File: config.mk
export PLATFORM = sky130hd
export DESIGN_NAME = mp64_nic_loopback_phy
export DESIGN_NICKNAME = d
export VERILOG_FILES = /design/src/rtl/mp64_nic_loopback_phy.sv
export SDC_FILE = /design/constraint.sdc
export NUM_CORES = 2
export LEC_CHECK = 0
export CORE_ASPECT_RATIO = 0.9
export CORE_MARGIN = 2
export CORE_UTILIZATION = 50
export DETAILED_ROUTE_END_ITERATION = 10
export HOLD_SLACK_MARGIN = 0.06
export PLACE_DENSITY = 0.65
export RECOVER_POWER = 50
export SYNTH_ARGS = -nofsm -noshare
export SYNTH_HDL_FRONTEND = slang
export SYNTH_SLANG_ARGS = --single-unit
File: constraint.sdc
create_clock -name clk -period 4.2 [get_ports clk]
set_input_delay 1.05 -clock clk [delete_from_list [all_inputs] [get_ports clk]]
set_output_delay 1.05 -clock clk [all_outputs]
set_load 0.05 [all_outputs]
File: src/rtl/mp64_nic_loopback_phy.sv
// Loopback PHY model: captures one frame from the NIC transmitter, waits an
// inter-frame gap, then replays it into the NIC receiver. Link bring-up is delayed.
module mp64_nic_loopback_phy #(
    parameter int DEPTH      = 256,
    parameter int IFG        = 4,
    parameter int LINK_DELAY = 8
) (
    input  logic        clk,
    input  logic        rst,
    input  logic        link_en,
    input  logic        phy_tx_valid,
    input  logic [7:0]  phy_tx_data,
    output logic        phy_tx_ready,
    output logic        phy_rx_valid,
    output logic [7:0]  phy_rx_data,
    input  logic        phy_rx_ready,
    output logic        phy_link_up,
    output logic [15:0] frames_looped,
    output logic [15:0] frames_dropped,
    output logic        busy
);

    localparam int AW = (DEPTH > 1) ? $clog2(DEPTH) : 1;
    localparam int LW = AW + 1;
    localparam int GW = $clog2(IFG + 1);
    localparam int DW = $clog2(LINK_DELAY + 1);

    localparam logic [2:0] S_IDLE    = 3'd0;
    localparam logic [2:0] S_CAPTURE = 3'd1;
    localparam logic [2:0] S_GAP     = 3'd2;
    localparam logic [2:0] S_REPLAY  = 3'd3;
    localparam logic [2:0] S_DROP    = 3'd4;

    logic [2:0]    state;
    logic [LW-1:0] len;
    logic [AW-1:0] rd_ptr;
    logic [AW-1:0] rd_next;
    logic [GW-1:0] gap_cnt;
    logic [DW-1:0] link_cnt;
    logic [7:0]    mem [DEPTH];
    logic          tx_hs;
    logic          rx_hs;
    logic          buf_we;
    logic [AW-1:0] buf_waddr;
    logic          buf_full;
    logic          last_byte;

    function automatic logic [15:0] sat_inc(input logic [15:0] v);
        return (v == 16'hFFFF) ? v : v + 16'd1;
    endfunction

    assign phy_tx_ready = phy_link_up &&
                          (state == S_IDLE || state == S_CAPTURE || state == S_DROP);
    assign busy      = (state != S_IDLE);
    assign tx_hs     = phy_tx_valid && phy_tx_ready;
    assign rx_hs     = phy_rx_valid && phy_rx_ready;
    assign rd_next   = rd_ptr + AW'(1);
    assign buf_full  = (len == LW'(DEPTH));
    assign last_byte = ({1'b0, rd_ptr} == (len - LW'(1)));

    // Writes only for bytes that are actually kept in the frame
    assign buf_we    = tx_hs && ((state == S_IDLE) ||
                                 (state == S_CAPTURE && link_en && !buf_full));
    assign buf_waddr = (state == S_IDLE) ? '0 : len[AW-1:0];

    always_ff @(posedge clk) begin
        if (buf_we) mem[buf_waddr] <= phy_tx_data;
    end

    always_ff @(posedge clk) begin
        if (rst || !link_en) begin
            link_cnt    <= '0;
            phy_link_up <= 1'b0;
        end else if (!phy_link_up) begin
            if (link_cnt == DW'(LINK_DELAY - 1)) phy_link_up <= 1'b1;
            else                                 link_cnt    <= link_cnt + DW'(1);
        end
    end

    always_ff @(posedge clk) begin
        if (rst) begin
            state          <= S_IDLE;
            len            <= '0;
            rd_ptr         <= '0;
            gap_cnt        <= '0;
            phy_rx_valid   <= 1'b0;
            phy_rx_data    <= 8'h00;
            frames_looped  <= '0;
            frames_dropped <= '0;
        end else begin
            case (state)
                S_IDLE: begin
                    if (tx_hs) begin
                        len   <= LW'(1);
                        state <= S_CAPTURE;
                    end
                end
                S_CAPTURE: begin
                    // Link loss wins over overflow so the drop is counted once
                    if (!link_en) begin
                        state          <= S_IDLE;
                        len            <= '0;
                        frames_dropped <= sat_inc(frames_dropped);
                    end else if (!phy_tx_valid) begin
                        state   <= S_GAP;
                        gap_cnt <= GW'(IFG);
                    end else if (tx_hs) begin
                        if (buf_full) begin
                            state          <= S_DROP;
                            frames_dropped <= sat_inc(frames_dropped);
                        end else begin
                            len <= len + LW'(1);
                        end
                    end
                end
                S_GAP: begin
                    if (!link_en) begin
                        state          <= S_IDLE;
                        frames_dropped <= sat_inc(frames_dropped);
                    end else if (gap_cnt == GW'(1)) begin
                        state  <= S_REPLAY;
                        rd_ptr <= '0;
                    end else begin
                        gap_cnt <= gap_cnt - GW'(1);
                    end
                end
                S_REPLAY: begin
                    if (!link_en) begin
                        state          <= S_IDLE;
                        phy_rx_valid   <= 1'b0;
                        phy_rx_data    <= 8'h00;
                        frames_dropped <= sat_inc(frames_dropped);
                    end else if (!phy_rx_valid) begin
                        phy_rx_valid <= 1'b1;
                        phy_rx_data  <= mem[rd_ptr];
                    end else if (rx_hs) begin
                        if (last_byte) begin
                            state         <= S_IDLE;
                            phy_rx_valid  <= 1'b0;
                            phy_rx_data   <= 8'h00;
                            frames_looped <= sat_inc(frames_looped);
                        end else begin
                            rd_ptr      <= rd_next;
                            phy_rx_data <= mem[rd_next];
                        end
                    end
                end
                S_DROP: begin
                    if (!link_en || !phy_tx_valid) state <= S_IDLE;
                end
                default: state <= S_IDLE;
            endcase
        end
    end

endmodule

==> results.md <==
* Result of the run: finished, violations left
* Failing checks: max-capacitance violations, max-slew violations
* Number of placement rows at 156
* Number of instances in the synthesized netlist at approximately 6100
* Clock-pin transition on the worst setup and hold timing paths at 0.06 ns
* Share of layout cells above drive strength 1 at 27.40%
* Seq pwr share at 53.9%
* Synth Register Bits at approximately 2100
* Initial antenna violation count at 17
* Combinational cell fraction of total power at 1.6%
* Post-Syn Area at 101400 µm²
* Net switching power at 9.043 mW
* Number of slew-limit violations in the final report at 888
* Leakage power at 34.77 nW
* Via count of the first global-routing pass at 64157
* Worst slew slack as a fraction of its limit at -180.1%
* Total met3 wirelength after detailed routing at 50.82 mm
* Type of the tightest min-delay check: flop to flop
* Post-route clock period utilization at 99.77%
* Final Skew at 0.04567 ns
* Number of enable-type register cells in the synthesized netlist at a little over 2000
* Count of routing violations after the opening detailed-route iteration at 10965
* Number of H-tree branching levels at 4
* Worst vdd rail ir drop at 364.3 µV
* Core Box Area at between 200000 and 250000 µm²
* TritonCTS clock tree: yes
* Number of violations of the max-capacitance limit at 12
* Number of CTS-inserted buffers at 213
* Top flip-flop cell by instance count after synthesis: edfxtp_1
* Power per standard cell area at 374.4 nW/µm²
* Relative contribution of the clock network to total power at 44.5%
* Maximum root-to-sink buffer count at 3
* Detailed-route wire length on metal 1 at 128.9 mm
* Most common cell after layout, fill and taps aside: edfxtp_1
* Signed area change from the synthesized netlist to the final layout at 13.61%
* Async set-reset flop share out of synthesis at 0%
* Switching Share at 20.96%
* Net total in the final layout at about 6500
* Setup repair after global routing missed its margin: false
* CTS sink count at 2125
* Global placer's final weighted congestion at 1.004
* Total number of vias at 66194
* Warning count from the yosys run at 0
* Port-buffer cells at 56
* Share of the core filled with cells at 57.26%
* GR Util All Layers at 33.42%
* Remaining global-route overflow at 0
* Data required time at the worst endpoint at roughly 4.8 ns
* Final critical path time including I/O delays and setup at 4.190 ns
* Final Setup Violations at 0
* Avg Inst Size Synth at 16.61 µm²
* Initial cell density of the core at 50.40%
* Syn_nets at roughly 6100
* Worst EP arrival at between 4 and 5 ns
* Global-route wire length before repair at 489.7 mm
* Netlist cell types at 99
* Pin count of the biggest net entering global routing at approximately 120
* Final wirelength at between 300 and 400 mm
* Highest-count cells in the layout ignoring fill and taps: 2048 x edfxtp_1, 834 x mux4_2, 503 x buf_4
* Cell internal pwr at around 34 mW
* DRC violation count after routing at 0
* Post-detail-place hpwl at 230.1 mm
* Worst setup path class: flop to flop
* Residual antenna-violating net count after detailed routing at 0
* Accumulated negative setup slack at 0 ns
* Height of the chip at 431.3 µm
* Fmax achieved at 238.6 MHz
* Detailed-router iteration count before antenna repair at 6
* Sort of element at the start of the critical path: flop
* Clk root buf: clkbuf_16
* Routed WL per cell at 36.97 µm
* Die area at 206500 µm²
* Sequential cell area fraction in the yosys report at 62.15%
* Top layer used by detailed routing: met5
* Critical path capture point type: flop
* # fillers at 15315
* Detailed-route vias per instance at 7.059
* Slew @ Worst Pin at about 4.2 ns
* Met2 wire length at 149.1 mm
* Insertion delay to the later sink of the worst-skew pair at 0.88 ns
* Post-CTS setup buffer count at 0
* Width of the die at around 480 µm
* Critical Path Fanout Max at 23
* Hold Fails Final Rpt at 0
* IO Pins at 57
-- final cells by class --
cell class / count / area (µm²) / area share [%]
sequential: 2125 / 63060 / 54.73
tap: 2686 / 3361 / 2.916
clock buffer: 251 / 5515 / 4.786
clock inverter: 147 / 1433 / 1.243
antenna: 6 / 15.01 / 0.01303
multi-input combinational: 3482 / 35880 / 31.14
inverter: 21 / 86.33 / 0.07492
timing repair buffer: 659 / 5882 / 5.104
-- flip-flops by register name, summed over array words and instances, names as in the netlist, named ones only --
register	flops
state	3
mem	2048
link_cnt	4
gap_cnt	3
frames_looped	16
phy_rx_valid	1
phy_link_up	1
rd_ptr	8
frames_dropped	16
phy_rx_data	8
len	9
-- cells by family after synthesis --
logic type	Yosys count	synth area share, %
xor gates and xnor gates	54	0.4737
AOI/OAI and AO/OA	702	5.076
adders and majority gates	8	0.09869
and+or+nand+nor	1401	6.229
muxes	1317	23.29
buffers and inverters	498	2.680
DFF	2125	62.15
-- power groups by stage --
stage / clock (mW) / sequential, mW / combinational, mW
3_3_place_gp: 0 / 23.7 / 0.657
4_1_cts: 19.3 / 23.2 / 0.674
2_1_floorplan: 0 / 23.7 / 0.140
3_5_place_dp: 0 / 23.7 / 0.675
5_1_grt: 20.1 / 23.2 / 0.700
6_report: 19.2 / 23.3 / 0.678
-- final timing paths --
path | startpoint | to | slack, ns | depth (start not counted)
hold / removal | gap_cnt[0] | gap_cnt[0] | 0.50 | 2
setup / recovery | len[0] | mem[166][6] | 0.01 | 10
setup reg to reg | len[0] | mem[166][6] | 0.01 | 10
hold reg to reg | gap_cnt[0] | gap_cnt[0] | 0.50 | 2
-- Yosys cell counts, drive strengths merged (6+ instances only) --
master,instances,area (µm²)
a31oi,27,168.9
xnor2,28,252.8
and2,14,87.58
o32ai,6,52.55
a21oi,118,594.3
ha,8,100.1
o31ai,13,111.4
edfxtp,2048,61500
o221ai,7,61.31
mux4,834,18780
xor2,26,227.7
a211oi,27,222.7
nor2,386,1454
or2,8,50.04
mux2,7,78.83
o22ai,23,143.9
clkbuf,165,619.3
or4,7,56.30
o211ai,18,135.1
mux2i,476,4765
inv,20,75.07
or3,11,73.82
and3,19,118.9
a32oi,7,61.31
a221oi,161,1428
nor3b,8,65.06
o311ai,7,78.83
a311oi,15,131.4
nand3,256,1286
nor3,63,350.3
nand4,41,277.8
a221o,32,320.3
dfxtp,77,1541
nor2b,13,81.33
buf,312,2021
o2111ai,9,78.83
a2111oi,9,103.9
nand2,497,1868
o21ai,119,595.6
and4,7,61.31
a22oi,50,375.4
nor4,37,244.0
nand2b,21,131.4
-- worst max-delay path, cell delays in order (launching register included) --
cell	delay, ns
dfxtp_1	0.34
inv_1	0.07
ha_1	0.22
nor3b_2	0.20
and3_1	0.29
o21ai_0	0.19
and3_1	0.18
clkbuf_2	0.99
nand3_1	0.57
nor2_1	0.53
buf_4	0.25
-- per-layer routing --
metal	vias to the layer above	GRT usage (%)
li1	26061	-
met1	34181	47.00
met3	881	11.53
met4	16	14.09
met5	-	0
met2	5055	47.58
-- timing repair --
item,in CTS,in global routing
gates resized for setup,0,2
hold buffers,0,0
setup endpoints to repair,0,2
-- per-stage QoR --
| stage | instance area [µm²] | worst slack (ns) | total power [mW] | hold WS [ns] | std cells |
|---|---|---|---|---|---|
| 2_1_floorplan | 101400 | 0.5488 | 23.83 | 0.4607 | 6105 |
| 3_3_place_gp | 108500 | 0.05912 | 24.33 | 0.4753 | 8973 |
| 3_5_place_dp | 108500 | 0.1796 | 24.35 | 0.4913 | 8973 |
| 4_1_cts | 115400 | 0.1715 | 43.23 | 0.5041 | 9371 |
| 5_1_grt | 115200 | 0.02095 | 44.09 | 0.5191 | 9372 |
| 6_report | 115200 | 0.009690 | 43.15 | 0.5020 | 9377 |
(Power assumes the default switching activity.)
